==> src/rtl/mux2_rr_arbiter.sv <==
// ============================================================================
// Module   : mux2_rr_arbiter
// Brief    : Two-source round-robin arbiter feeding a registered output stage
//            that supplies payload and select for a downstream 2:1 mux.
// Revision : 1.0 - initial release
// ============================================================================
`default_nettype none

module mux2_rr_arbiter #(
  parameter int WIDTH = 8
) (
  input  logic             clk,
  input  logic             rst,
  input  logic [WIDTH-1:0] a_data,
  input  logic             a_valid,
  output logic             a_ready,
  input  logic [WIDTH-1:0] b_data,
  input  logic             b_valid,
  output logic             b_ready,
  output logic [WIDTH-1:0] y_data,
  output logic             y_valid,
  input  logic             y_ready,
  output logic             sel
);

  localparam logic c_SRC_A = 1'b0;
  localparam logic c_SRC_B = 1'b1;

  localparam logic [0:0] c_EMPTY = 1'b0;
  localparam logic [0:0] c_FULL  = 1'b1;

  logic [0:0]       r_state;
  logic [WIDTH-1:0] r_y_data;
  logic             r_sel;
  logic             r_last_grant;

  logic             w_ld;
  logic             w_grant_vld;
  logic             w_grant_src;
  logic             w_take;

  assign w_ld        = (r_state == c_EMPTY) || y_ready;
  assign w_grant_vld = a_valid || b_valid;

  // On contention the source that did not win last time takes its turn.
  always_comb begin
    w_grant_src = c_SRC_A;
    if (a_valid && b_valid) begin
      w_grant_src = ~r_last_grant;
    end else if (b_valid) begin
      w_grant_src = c_SRC_B;
    end
  end

  assign w_take  = !rst && w_ld && w_grant_vld;
  assign a_ready = w_take && (w_grant_src == c_SRC_A);
  assign b_ready = w_take && (w_grant_src == c_SRC_B);

  always_ff @(posedge clk) begin
    if (rst) begin
      r_state      <= c_EMPTY;
      r_y_data     <= '0;
      r_sel        <= c_SRC_A;
      r_last_grant <= c_SRC_B;
    end else if (w_ld) begin
      if (w_grant_vld) begin
        r_state      <= c_FULL;
        r_y_data     <= (w_grant_src == c_SRC_B) ? b_data : a_data;
        r_sel        <= w_grant_src;
        r_last_grant <= w_grant_src;
      end else begin
        r_state      <= c_EMPTY;
      end
    end
  end

  assign y_data  = r_y_data;
  assign y_valid = (r_state == c_FULL);
  assign sel     = r_sel;

endmodule

`default_nettype wire
==> config.mk <==
export PLATFORM = sky130hd
export DESIGN_NAME = mux2_rr_arbiter
export DESIGN_NICKNAME = d
export VERILOG_FILES = /design/src/rtl/mux2_rr_arbiter.sv
export SDC_FILE = /design/constraint.sdc
export NUM_CORES = 1
export LEC_CHECK = 0
export CAP_MARGIN = 15
export CORE_ASPECT_RATIO = 0.9
export CORE_MARGIN = 2
export CORE_UTILIZATION = 39
export CTS_CLUSTER_DIAMETER = 150
export DETAILED_ROUTE_END_ITERATION = 8
export PLACE_DENSITY = 0.93
export SYNTH_ARGS = -nofsm -noshare
export SYNTH_HDL_FRONTEND = slang
export SYNTH_SLANG_ARGS = --single-unit
==> constraint.sdc <==
create_clock -name clk -period 1.85 [get_ports clk]
set_input_delay 0.37 -clock clk [delete_from_list [all_inputs] [get_ports clk]]
set_output_delay 0.37 -clock clk [all_outputs]
set_load 0.02 [all_outputs]
Yosys cells after proc, flatten, opt, wreduce, memory -nomap -nowiden
Cells that the tools add are included.

word-level totals
  bits in registers = 11
  input port bits = 21
  output and inout port bits = 12
  word-level logic and storage cells = 20

cells by class
  mux-type cells = 4
  bitwise operators = 3
  reduce and logical (&&, ||, !) cells = 9

operator list
  kind                 number
  8-bit 2-to-1 mux     1
  1-bit logical AND    5
  1-bit 2-to-1 mux     3
  1-bit NOT            3
  1-bit logical OR     2
  2-bit AND reduction  1
  1-bit zero test      1

Depth between registers and ports, before layout
  depth in word-level cells = 5
  depth in mapped cells = 5

Worst setup path before layout
No wires, ideal clock.

  path type = input to output
  start = input port y_ready
  end = output port b_ready
  arrival = 1.197 ns
  setup slack = 0.283 ns
  cell stages on the path = 4
  buffers on the path = 1
  cell sequence = nand2b_1 clkbuf_1 nand2_1 nor2_1

between the ends
  cells in the longest elaborated chain, start to end = 4

ends and longest elaborated chain
  what                             line  text
  start: declaration               22    input logic y_ready,
  1-bit logical OR                 42    assign w_ld = (r_state == c_EMPTY) || y_ready;
  1-bit logical AND (2 in series)  55    assign w_take = !rst && w_ld && w_grant_vld;
  1-bit logical AND                57    assign b_ready = w_take && (w_grant_src == c_SRC_B);
  end: declaration                 19    output logic b_ready,

No other way between the ends.

Final worst setup path
  start = input port y_ready
  end = output port a_ready

between the ends
  cells in the longest elaborated chain, start to end = 4

ends and longest elaborated chain
  what                             line  text
  1-bit logical OR                 42
  1-bit logical AND (2 in series)  55
  1-bit logical AND                56    assign a_ready = w_take && (w_grant_src == c_SRC_A);
  end: declaration                 16    output logic a_ready,

No other way between the ends.

==> out/results.tsv <==
metric	value	unit
min_path_type	flip-flop to flip-flop	
synth.top_cell.area_share	0.380	
ys_dominant_reg_cell	sky130_fd_sc_hd__dfxtp_1	
hold-path-endpoint	y_data[3]$_SDFFE_PP0P_	
crit_path_max_fanout	2	
wl	1.55	mm
fin_nets	126	
mappedNetlistArea	579	sq um
synth_area_leaders	sky130_fd_sc_hd__dfxtp_1 (38%), sky130_fd_sc_hd__a311oi_2 (21%), sky130_fd_sc_hd__nand2_1 (11%)	
crit-reg2reg-launch	y_valid$_SDFFE_PP0P_	
dr_total_vias	616	
ff2ff_setup_slack	0.67	ns
power.ir.vdd_worst	0.392	mV
reg2regPathDepth	5	
timing.critical_path.to_type	output pin	
pwr_density_cell	671	mW/mm^2
first_pass_iters	4	
synthArstFlopShare	0	
post-place-cells	115	
area_delta_synth_final	69.3	%
placeableCoreArea	0.00142	sq mm
design.die.area	0.00181	sq mm
post_route_cells_drive_above_1_share	0.269	
detailed_place_hpwl	1.22	mm
muxShareOfSynthArea	0	
yosys-top-cells-count	sky130_fd_sc_hd__nand2_1 (17), sky130_fd_sc_hd__a21oi_1 (11), sky130_fd_sc_hd__dfxtp_1 (11), sky130_fd_sc_hd__a311oi_2 (8)	
cts-buffers-inserted	3	
drt_first_iter_violations	9	
routed_wire_length_per_instance	13.0	um
run_status	finished, final reports clean	
leak_pwr	0.000395	uW
timing.hold.worst.start	y_data[3]$_SDFFE_PP0P_	
cts_tree	done	
final_hold_viol_count	0	
worst_pin_slew	0.227	ns
synth.lib_cells_used.distinct	16	
synth_most_common_cell	sky130_fd_sc_hd__nand2_1	
crit_required	1.48	ns
place_congestion	0.731	
grt_overall_usage	0.191	
port_buffers	32	
setup-tns-final	0	ns
drv_slew	0	
first_pass_grt_wire_length	2.37	mm
synth_top_family_by_area	compound AO/OA/AOI/OAI gates	
rsz0062_at_grt	no	
root_driver	sky130_fd_sc_hd__clkbuf_4	
synthesis.yosys.warnings	0	
initial_utilization	0.409	
max-slew-margin-rel	0.848	
grt-ovfl-total	0	
cap_violations	0	
yosys_register_bits	11	
die_width	44.6	um
post_synth_xor_area_fraction	0	
postCtsSetupRepairBufs	0	
deepest_level_of_the_cts_h_tree	1	
layout_worst_path_cycle_share	0.976	
die_h	40.6	um
timing.rr.end	r_last_grant$_SDFFE_PP1P_	
critPathKind	input port to output pin	
routed_via_density	5.18	
post_synthesis_simple_gate_area_fraction	0.181	
final-instance-count-excl-fill	119	
synth_top_area_cell	sky130_fd_sc_hd__dfxtp_1	
num_io_pins	33	
clk_pin_slew	0.07	ns
worst-endpoint-arrival	1.43	ns
synth_area_per_cell	9.20	sq um
synth_fa_ha_area_frac	0	
ys_seq_area_frac	0.380	
final_period_demand_of_the_worst_path	1.80	ns
drt.antenna.violating_nets	0	
n_antenna_cell	0	
hold_depth	2	
share_of_the_synthesized_area_in_compound_gates_ao_oa_aoi_oai	0.374	
number_of_flops_mapped_to_enable_cells_by_yosys	0	
syn-instance-count	63	
fmax	554	MHz
first_global_vias	551	
worst_clock_skew	0.000917	ns
clock_sinks	11	
synth_fp_nets	84	
worst_skew_pair.late_latency	0.26	ns
final-setup-viol-count	0	
drcViolationCount	0	
number_of_antenna_violations_at_the_first_check_in_global_routing	0	
grt_start_max_net_pins	13	
ctsLongestPathBuffers	2	
floorplan.rows	13	
worstSetupStartpointType	input port	
[sequential cells by signal, indices dropped and copies added (netlist names)]
register	count
r_last_grant	1
y_valid	1
y_data	8
sel	1
[through the flow]
step / total power (uW) / hold slack, ns / setup WS [ns] / utilization / area (sq um)
after detailed placement: 503 / 0.545 / -0.466 / 0.678 / 960
after global placement: 497 / 0.538 / -0.476 / 0.678 / 960
after CTS: 662 / 0.552 / 0.0476 / 0.693 / 981
after global routing: 690 / 0.577 / 0.0133 / 0.693 / 981
final: 658 / 0.550 / 0.0453 / 0.693 / 981
after floorplan: 388 / 0.438 / 0.283 / - / 579
[what timing repair did]
item,in CTS,in global routing
resized for setup,11,0
endpoints found under the setup margin,2,0
hold buffers,0,0
[worst max-delay path by stage]
| stage | cells after the start | endpoint | start | slack, ns |
|---|---|---|---|---|
| detailed placement | 5 | a_ready | a_valid | -0.47 |
| finish | 5 | a_ready | y_ready | 0.05 |
| floorplan | 4 | b_ready | y_ready | 0.28 |
| global placement | 5 | a_ready | a_valid | -0.48 |
| CTS | 5 | a_ready | y_ready | 0.05 |
| global route | 5 | a_ready | y_ready | 0.01 |
[logic make-up (layout without fill, tap and decap cells)]
group	Yosys count	after routing
buffers and inverters	6	47
flip-flops	11	11
AND/OR/NAND/NOR	23	23
AO/OA/AOI/OAI	23	23
[report_power, final]
part | switching (uW) | internal [uW]
Sequential | 13.6 | 259
Clock | 79.1 | 83.3
Combinational | 101 | 122
[cell usage in the layout (no fill, tap or decap)]
master                             n
sky130_fd_sc_hd__clkdlybuf4s50_1  28
sky130_fd_sc_hd__a311o_1           1
sky130_fd_sc_hd__clkbuf_1          1
sky130_fd_sc_hd__buf_4            10
sky130_fd_sc_hd__dfxtp_1          11
sky130_fd_sc_hd__a21boi_4          1
sky130_fd_sc_hd__buf_2             2
sky130_fd_sc_hd__dlygate4sd2_1     2
sky130_fd_sc_hd__or2_1             1
sky130_fd_sc_hd__a21bo_2           2
sky130_fd_sc_hd__nand2_1          17
sky130_fd_sc_hd__a21oi_1          11
sky130_fd_sc_hd__a311oi_2          8
sky130_fd_sc_hd__inv_1             1
sky130_fd_sc_hd__nand2b_1          1
sky130_fd_sc_hd__nor2_1            2
sky130_fd_sc_hd__and2_4            1
sky130_fd_sc_hd__nor3b_2           1
sky130_fd_sc_hd__clkbuf_4          3
[critical path, stage by stage]
cell                              delay, ns
sky130_fd_sc_hd__clkdlybuf4s50_1       0.44
sky130_fd_sc_hd__nand2b_1              0.12
sky130_fd_sc_hd__and2_4                0.15
sky130_fd_sc_hd__nor3b_2               0.16
sky130_fd_sc_hd__buf_2                 0.19
[layer usage]
| metal | share of wire | track usage | vias up |
|---|---|---|---|
| met5 | 0 | 0 | - |
| met2 | 0.49 | 0.330 | 27 |
| li1 | - | - | 312 |
| met1 | 0.43 | 0.218 | 277 |
| met3 | 0.080 | 0.0721 | 0 |
| met4 | 0 | 0.0682 | 0 |
[cell type report]
cell class                 instances  area, sq um
multi-input combinational         46          329
timing repair buffer              42          383
clock buffer                       4         26.3
sequential                        11          220
inverter                           1         3.75
fill                             110          434
tap                               15         18.8
Note: power is estimated with default switching activity, not from simulation.
